$ cat config.mk
export PLATFORM = sky130hd
export DESIGN_NAME = full_add
export DESIGN_NICKNAME = d
export VERILOG_FILES = /design/src/rtl/full_add_pkg.sv /design/src/rtl/full_add_cell.sv /design/src/rtl/full_add.sv
export SDC_FILE = /design/constraint.sdc
export NUM_CORES = 1
export LEC_CHECK = 0
export CAP_MARGIN = 5
export CORE_AREA = 2 2 39 41
export CTS_CLUSTER_SIZE = 20
export DETAILED_ROUTE_END_ITERATION = 6
export DIE_AREA = 0 0 41 43
export GPL_TIMING_DRIVEN = 0
export SLEW_MARGIN = 5
export SYNTH_ARGS = -nofsm -noshare
export SYNTH_HDL_FRONTEND = slang
export SYNTH_SLANG_ARGS = --single-unit
$ cat constraint.sdc
create_clock -name clk -period 1.6 [get_ports clk]
set_clock_uncertainty 0.2 [all_clocks]
set_input_delay 0.48 -clock clk [delete_from_list [all_inputs] [get_ports clk]]
set_output_delay 0.48 -clock clk [all_outputs]
set_load 0.05 [all_outputs]
$ cat src/rtl/full_add_pkg.sv
// Shared arithmetic constants for the full adder primitive.
package full_add_pkg;

  // Default operand width: the classic single-bit full adder cell.
  localparam int FULL_ADD_WIDTH_DEFAULT = 1;

endpackage

$ cat src/rtl/full_add_cell.sv
// Single-bit full adder cell: pure gates, no state.
module full_add_cell (
  input  logic a,
  input  logic b,
  input  logic c_in,
  output logic s,
  output logic c_out
);

  logic w_prop;

  assign w_prop = a ^ b;
  assign s      = w_prop ^ c_in;
  assign c_out  = (a & b) | (c_in & w_prop);

endmodule

$ cat src/rtl/full_add.sv
// Ripple-carry adder built from chained 1-bit cells.
// The module has two output paths. The combinational outputs depend only on
// a, b and c_in. The registered outputs are for pipelined consumers and are
// cleared asynchronously by rst.
// WIDTH must be at least 1.
module full_add
  import full_add_pkg::*;
#(
  parameter int WIDTH = FULL_ADD_WIDTH_DEFAULT
) (
  input  logic             clk,
  input  logic             rst,
  input  logic             c_in,
  input  logic [WIDTH-1:0] a,
  input  logic [WIDTH-1:0] b,
  output logic [WIDTH-1:0] s_out,
  output logic             c_out,
  output logic             ovf,
  output logic [WIDTH-1:0] s_reg,
  output logic             c_reg,
  output logic             ovf_reg
);

  // w_carry[i] is the carry into bit i.
  // w_carry[WIDTH] is the carry out of the MSB.
  logic [WIDTH:0]   w_carry;
  logic [WIDTH-1:0] w_sum;

  logic [WIDTH-1:0] r_s;
  logic             r_c;
  logic             r_ovf;

  assign w_carry[0] = c_in;

  for (genvar gi = 0; gi < WIDTH; gi++) begin : g_cell
    full_add_cell u_cell (
      .a     (a[gi]),
      .b     (b[gi]),
      .c_in  (w_carry[gi]),
      .s     (w_sum[gi]),
      .c_out (w_carry[gi+1])
    );
  end

  // Overflow occurs when the carry into the MSB differs from the carry out
  // of the MSB. For WIDTH=1, the carry into the MSB is c_in itself.
  assign s_out = w_sum;
  assign c_out = w_carry[WIDTH];
  assign ovf   = w_carry[WIDTH] ^ w_carry[WIDTH-1];

  // Capture the combinational results. An asserted reset clears them at
  // once, which discards any pending result.
  always_ff @(posedge clk or posedge rst) begin
    if (rst) begin
      r_s   <= '0;
      r_c   <= 1'b0;
      r_ovf <= 1'b0;
    end else begin
      r_s   <= w_sum;
      r_c   <= w_carry[WIDTH];
      r_ovf <= w_carry[WIDTH] ^ w_carry[WIDTH-1];
    end
  end

  assign s_reg   = r_s;
  assign c_reg   = r_c;
  assign ovf_reg = r_ovf;

endmodule

; Word-level counts from Yosys, hierarchy flattened
; Index checks and enable logic that the tools add are counted.
[op_classes]
bitwise_logic = 6
[op_table]
columns = op, count
row1 = $xor 1x1->1, 3
row2 = $and 1x1->1, 2
row3 = $or 1x1->1, 1
[word_totals]
out_inout_bits = 6
elab_cells = 9
regBits = 3

; Longest topological paths before layout
; Gate-level depths: netlist of run 1.
[logic_depth]
word_depth = 4
mapped_depth = 2
depth_no_buf = 2

; Modules after synthesis
; From an unflattened synthesis of run 1, not the netlist that was laid out.
[unflattened]
hier_cells = 6
hier_area_um2 = 107.6
[modules_own_cells]
columns = mod, instances, area_each_um2, cells_per_inst
row1 = full_add, 1, 87.6, 5
row2 = full_add_cell, 1, 20.0, 1

; Least setup slack after synthesis of run 1
; OpenSTA, ideal clock, no wires.
[synth_timing]
path_kind = in2out
from = input port a
to = output port ovf
arrival_time_ns = 2.049
path_buffers = 0
setup_slack_ns = -1.129
path_stages = 2
path_cell_list = fa_1 -> xor2_1
[synth_via]
elab_chain_cells = 4
elab_cells_between_ends = 5
classes_between = 5 x bitwise
[synth_rtl]
columns = element, line
row1 = "start, declared", full_add.sv:14  ; input logic [WIDTH-1:0] a,
row2 = $xor 1x1->1, full_add_cell.sv:12  ; assign w_prop = a ^ b;
row3 = $and 1x1->1, full_add_cell.sv:14  ; assign c_out = (a & b) | (c_in & w_prop);
row4 = $or 1x1->1 (*), full_add_cell.sv:14
row5 = $xor 1x1->1 (*), full_add.sv:49  ; assign ovf = w_carry[WIDTH] ^ w_carry[WIDTH-1];
row6 = "end, declared", full_add.sv:18  ; output logic ovf,
; Every way passes the cells marked *; elsewhere a longest branch is shown, timed or not.

; Worst setup path in the final report of run 1
; Ends and elaborated chain as after synthesis.

==> run summary, run 1 <==
non-filler cells, final: 37
CP Cell Sequence: buf_6 > fa_2 > xor2_4 > buf_6
share of cells above drive strength 1: 0.714
die area: 0.00176 mm²
Worst-path clk slew: 0.04 ns
Final nets: 28
element type at the critical path end: output pin
Fin Hold WS: 0.224 ns
first-pass GRT wire length: 524 µm
WP buf/inv: 2
worst hold path class: input pin to asynchronous set/reset pin
sequential fraction of the synthesis area: 0.698
Critical Path Max Stage Delay: 0.43 ns
DRC: 0
Critical Path Start Type: input pin
CP Max Fanout: 2
Crit path max-delay family: adder cells
placed cell area: 249 µm²
Util after Layout: 0.197
H-tree level count: 1
Placer Congestion: 0.610
Total GRT Usage: 0.0545
status: complete, but fails checks
count of input and output buffers: 10
largest net degree at the start of global routing: 4
area delta synth->final: 153%
setup ws final: -0.438 ns
RSZ-0062 raised after global routing: yes
YS warnings: 0
area of the multi-input gates: 50.0 µm²
TritonCTS Buffers: 3
Post-Syn Nets: 12
CTS tree: built
Die Width: 41 µm
Unique masters post-synth: 4
max-slew violation count: 0
Clock Tree Root: clkbuf_4
CTS max path bufs: 2
post-route setup TNS: -1.23 ns
PD cells: 1300 mW/mm²
failing checks: setup timing
DP Worst Slack: -1.55 ns
via count: 99
total clock sinks: 3
# IOs: 11
Worst-Margin Slew: 0.261 ns
Initial Util: 0.0778
Placed Cells: 32
final setup vio count: 3
post-synthesis cell count: 6
worst-path cell with the longest stage delay: fa_2
Worst EP arrival: 1.36 ns
grt ovf: 0
register area: 75.1 µm²
Setup CP Type: input pin to output pin
Final ANT Viol Nets: 0
WL/cell: 10.2 µm
drt pass-1 iters: 1
Max Clock Freq: 491 MHz
required time of the critical path: 0.92 ns
Iter 0 DRT Violations: 0
peak supply drop: 0.000342 V
most used cell, CP: buf_6
row count: 14
Hold Fails Final Rpt: 0
die height: 43 µm
vias per inst: 2.68
number of antenna diodes: 0
Syn Area/Cell: 17.9 µm²
fill count: 157
Max-Cap Viols: 0
Pleak: 0.125 nW
post-route cell area: 273 µm²
antenna violations before repair: 0
max_slew headroom: 0.827
vias in the first global route: 138
Post-Route WL: 377 µm
number of synthesized register bits: 3
Design Power: 355 µW
Tcrit/Tclk final: 1.27
Mapped Area: 108 µm²
Core Box Area: 0.00138 mm²
Tmin final: 2.04 ns
## path summary, 6_finish.rpt
path                       start                end  slack (ns)  depth (start not counted)
setup / recovery               a                ovf       -0.44                          4
hold / removal               rst    c_reg$_DFF_PP0_        0.22                          2
max in group asynchronous    rst    s_reg$_DFF_PP0_        0.85                          2
min in group clk            c_in  ovf_reg$_DFF_PP0_        0.26                          2
## layout by cell type, fill, tap and decap left out, drive strengths merged
master / instances
clkdlybuf4s50: 1
xor2: 1
buf: 10
fa: 1
inv: 1
clkbuf: 4
dfrtp: 3
## cell type report
class / instances / share of cell area
flip-flops and latches: 3 / 0.275
well taps: 16 / 0.0734
clock buffers: 4 / 0.0963
repair buffers: 11 / 0.358
inverters: 1 / 0.0138
multi-input cells: 2 / 0.183
## synthesized netlist by cell type
| cell | number | share of area |
|---|---|---|
| fa_1 | 1 | 0.19 |
| inv_1 | 1 | 0.035 |
| dfrtp_1 | 3 | 0.70 |
| xor2_1 | 1 | 0.081 |
## per-layer routing
metal  vias to the layer above  part of all wire  track usage
li1                         45                 -            -
met1                        43              0.34       0.0361
met2                        11              0.50       0.0719
met3                         0              0.16       0.0262
met4                         0                 0        0.100
met5                         -                 0            0
## power by group
group	internal [mW]	total, mW	leakage, nW	switching [mW]
combinational	0.0440	0.134	0.0753	0.0901
sequential	0.0852	0.0876	0.0350	0.00240
clock	0.0935	0.134	0.0150	0.0401
total	0.223	0.355	0.125	0.133
## kinds of logic (layout without fill, tap and decap cells)
family | Yosys count | after routing | share of synthesized area
xor gates and xnor gates | 1 | 1 | 0.0814
buffers and inverters | 1 | 16 | 0.0349
adders and majority gates | 1 | 1 | 0.186
DFF | 3 | 3 | 0.698
## what timing repair did
| item | 4_1_cts | 5_1_grt |
|---|---|---|
| buffers inserted | 1 | 0 |
| hold buffers | 0 | 0 |
| hold endpoints to repair | 0 | 0 |
| pin swaps | 2 | 2 |
| resized for setup | 51 | 1 |
| endpoints found under the setup margin | 8 | 3 |
(Power assumes the default switching activity.)
==> inputs of run 2 (changes only) <==
- CORE_AREA: 2 2 39 41 -> 3 3 40 42
- DIE_AREA: 0 0 41 43 -> 0 0 43 45
==> run summary, run 2 (synthesized netlist as in run 1, its figures left out) <==
via count: 115
failing checks: setup timing
CTS max path bufs: 2
Die Width: 43 µm
Tmin final: 2.02 ns
Post-Route WL: 359 µm
hold_buf cts: 0
DP Worst Slack: -1.51 ns
Pleak: 0.137 nW
Setup CP Type: input pin to output pin
commonest non-fill, non-tap cell in the layout: buf_6
first-pass GRT wire length: 621 µm
share of cells above drive strength 1: 0.739
max_slew headroom: 0.834
# IOs: 11
TritonCTS Buffers: 3
vias in the first global route: 151
total clock sinks: 3
final setup vio count: 3
setup ws final: -0.418 ns
Flop pwr share: 0.240
Core Box Area: 0.00128 mm²
Final nets: 30
vias per inst: 3.03
drt pass-1 iters: 1
Fin Hold WS: 0.215 ns
DRC: 0
die height: 45 µm
Worst EP arrival: 1.34 ns
row count: 13
area delta synth->final: 172%
Max Clock Freq: 496 MHz
non-filler cells, final: 38
Final ANT Viol Nets: 0
power share of the clock group: 0.363
H-tree level count: 1
Hold Fails Final Rpt: 0
PD cells: 1250 mW/mm²
count of input and output buffers: 10
Tcrit/Tclk final: 1.26
Worst-path clk slew: 0.04 ns
Placed Cells: 31
element type at the critical path end: output pin
max-slew violation count: 0
RSZ-0062 raised after global routing: yes
most frequent cells in the layout: 5 x buf_6, 3 x dfrtp_1, 3 x clkbuf_4, 3 x buf_2, 3 x buf_4
Worst-Margin Slew: 0.251 ns
Pint: 232 µW
status: complete, but fails checks
CTS tree: built
Initial Util: 0.0837
Max-Cap Viols: 0
largest net degree at the start of global routing: 4
NetSw: 132 µW
Total GRT Usage: 0.0527
Clock Tree Root: clkbuf_4
Logic pwr share: 0.397
WL/cell: 9.45 µm
grt ovf: 0
Iter 0 DRT Violations: 0
CP Max Fanout: 2
Critical Path Start Type: input pin
die area: 0.00194 mm²
antenna violations before repair: 0
number of antenna diodes: 0
peak supply drop: 0.000421 V
required time of the critical path: 0.92 ns
switching share of power: 0.362
worst hold path class: input pin to asynchronous set/reset pin
Placer Congestion: 0.608
-- run 2: power by group through the flow --
stage | combinational, mW | sequential (mW) | clock (mW)
detailed placement | 0.134 | 0.0892 | 0
global placement | 0.132 | 0.0884 | 0
finish | 0.145 | 0.0875 | 0.132
global route | 0.151 | 0.0892 | 0.150
CTS | 0.140 | 0.0878 | 0.142
floorplan | 0.0536 | 0.121 | 0
-- run 2: critical path: stages --
cell	delay, ns
buf_6	0.09
fa_2	0.43
xor2_4	0.16
buf_6	0.17
-- run 2: repair_timing --
action,4_1_cts,5_1_grt
setup endpoints to repair,8,3
pin swaps,2,2
resized for setup,52,1
buffers inserted,2,1
-- run 2: per-stage QoR --
| stage | instance area, µm² | setup TNS, ns | utilization | power, mW |
|---|---|---|---|---|
| floorplan | 129 | -1.07 | - | 0.175 |
| global placement | 248 | -5.65 | 0.193 | 0.221 |
| detailed placement | 248 | -5.78 | 0.193 | 0.223 |
| CTS | 279 | -1.25 | 0.217 | 0.369 |
| global route | 293 | -1.26 | 0.228 | 0.391 |
| finish | 293 | -1.21 | 0.228 | 0.365 |
-- run 2: path summary, 6_finish.rpt --
kind                       start                end  slack, ns  cells past startpoint
hold / removal               rst    s_reg$_DFF_PP0_       0.21                      2
min in group clk            c_in  ovf_reg$_DFF_PP0_       0.38                      3
setup / recovery               b                ovf      -0.42                      4
max in group asynchronous    rst  ovf_reg$_DFF_PP0_       0.86                      2
-- run 2: layout make-up --
| type | instances | area (µm²) |
|---|---|---|
| clock buffers | 4 | 26.3 |
| fillers | 140 | 992 |
| inverters | 1 | 3.75 |
| multi-input cells | 2 | 50.0 |
| flip-flops and latches | 3 | 75.1 |
| well taps | 15 | 18.8 |
| repair buffers | 13 | 119 |
-- run 2: metal layers --
layer  share of wire  up-vias  global-route usage
met5               0        -                   0
met4               0        0              0.0723
met3            0.20        0              0.0478
met2            0.47       11              0.0599
met1            0.33       55              0.0463
li1                -       49                   -
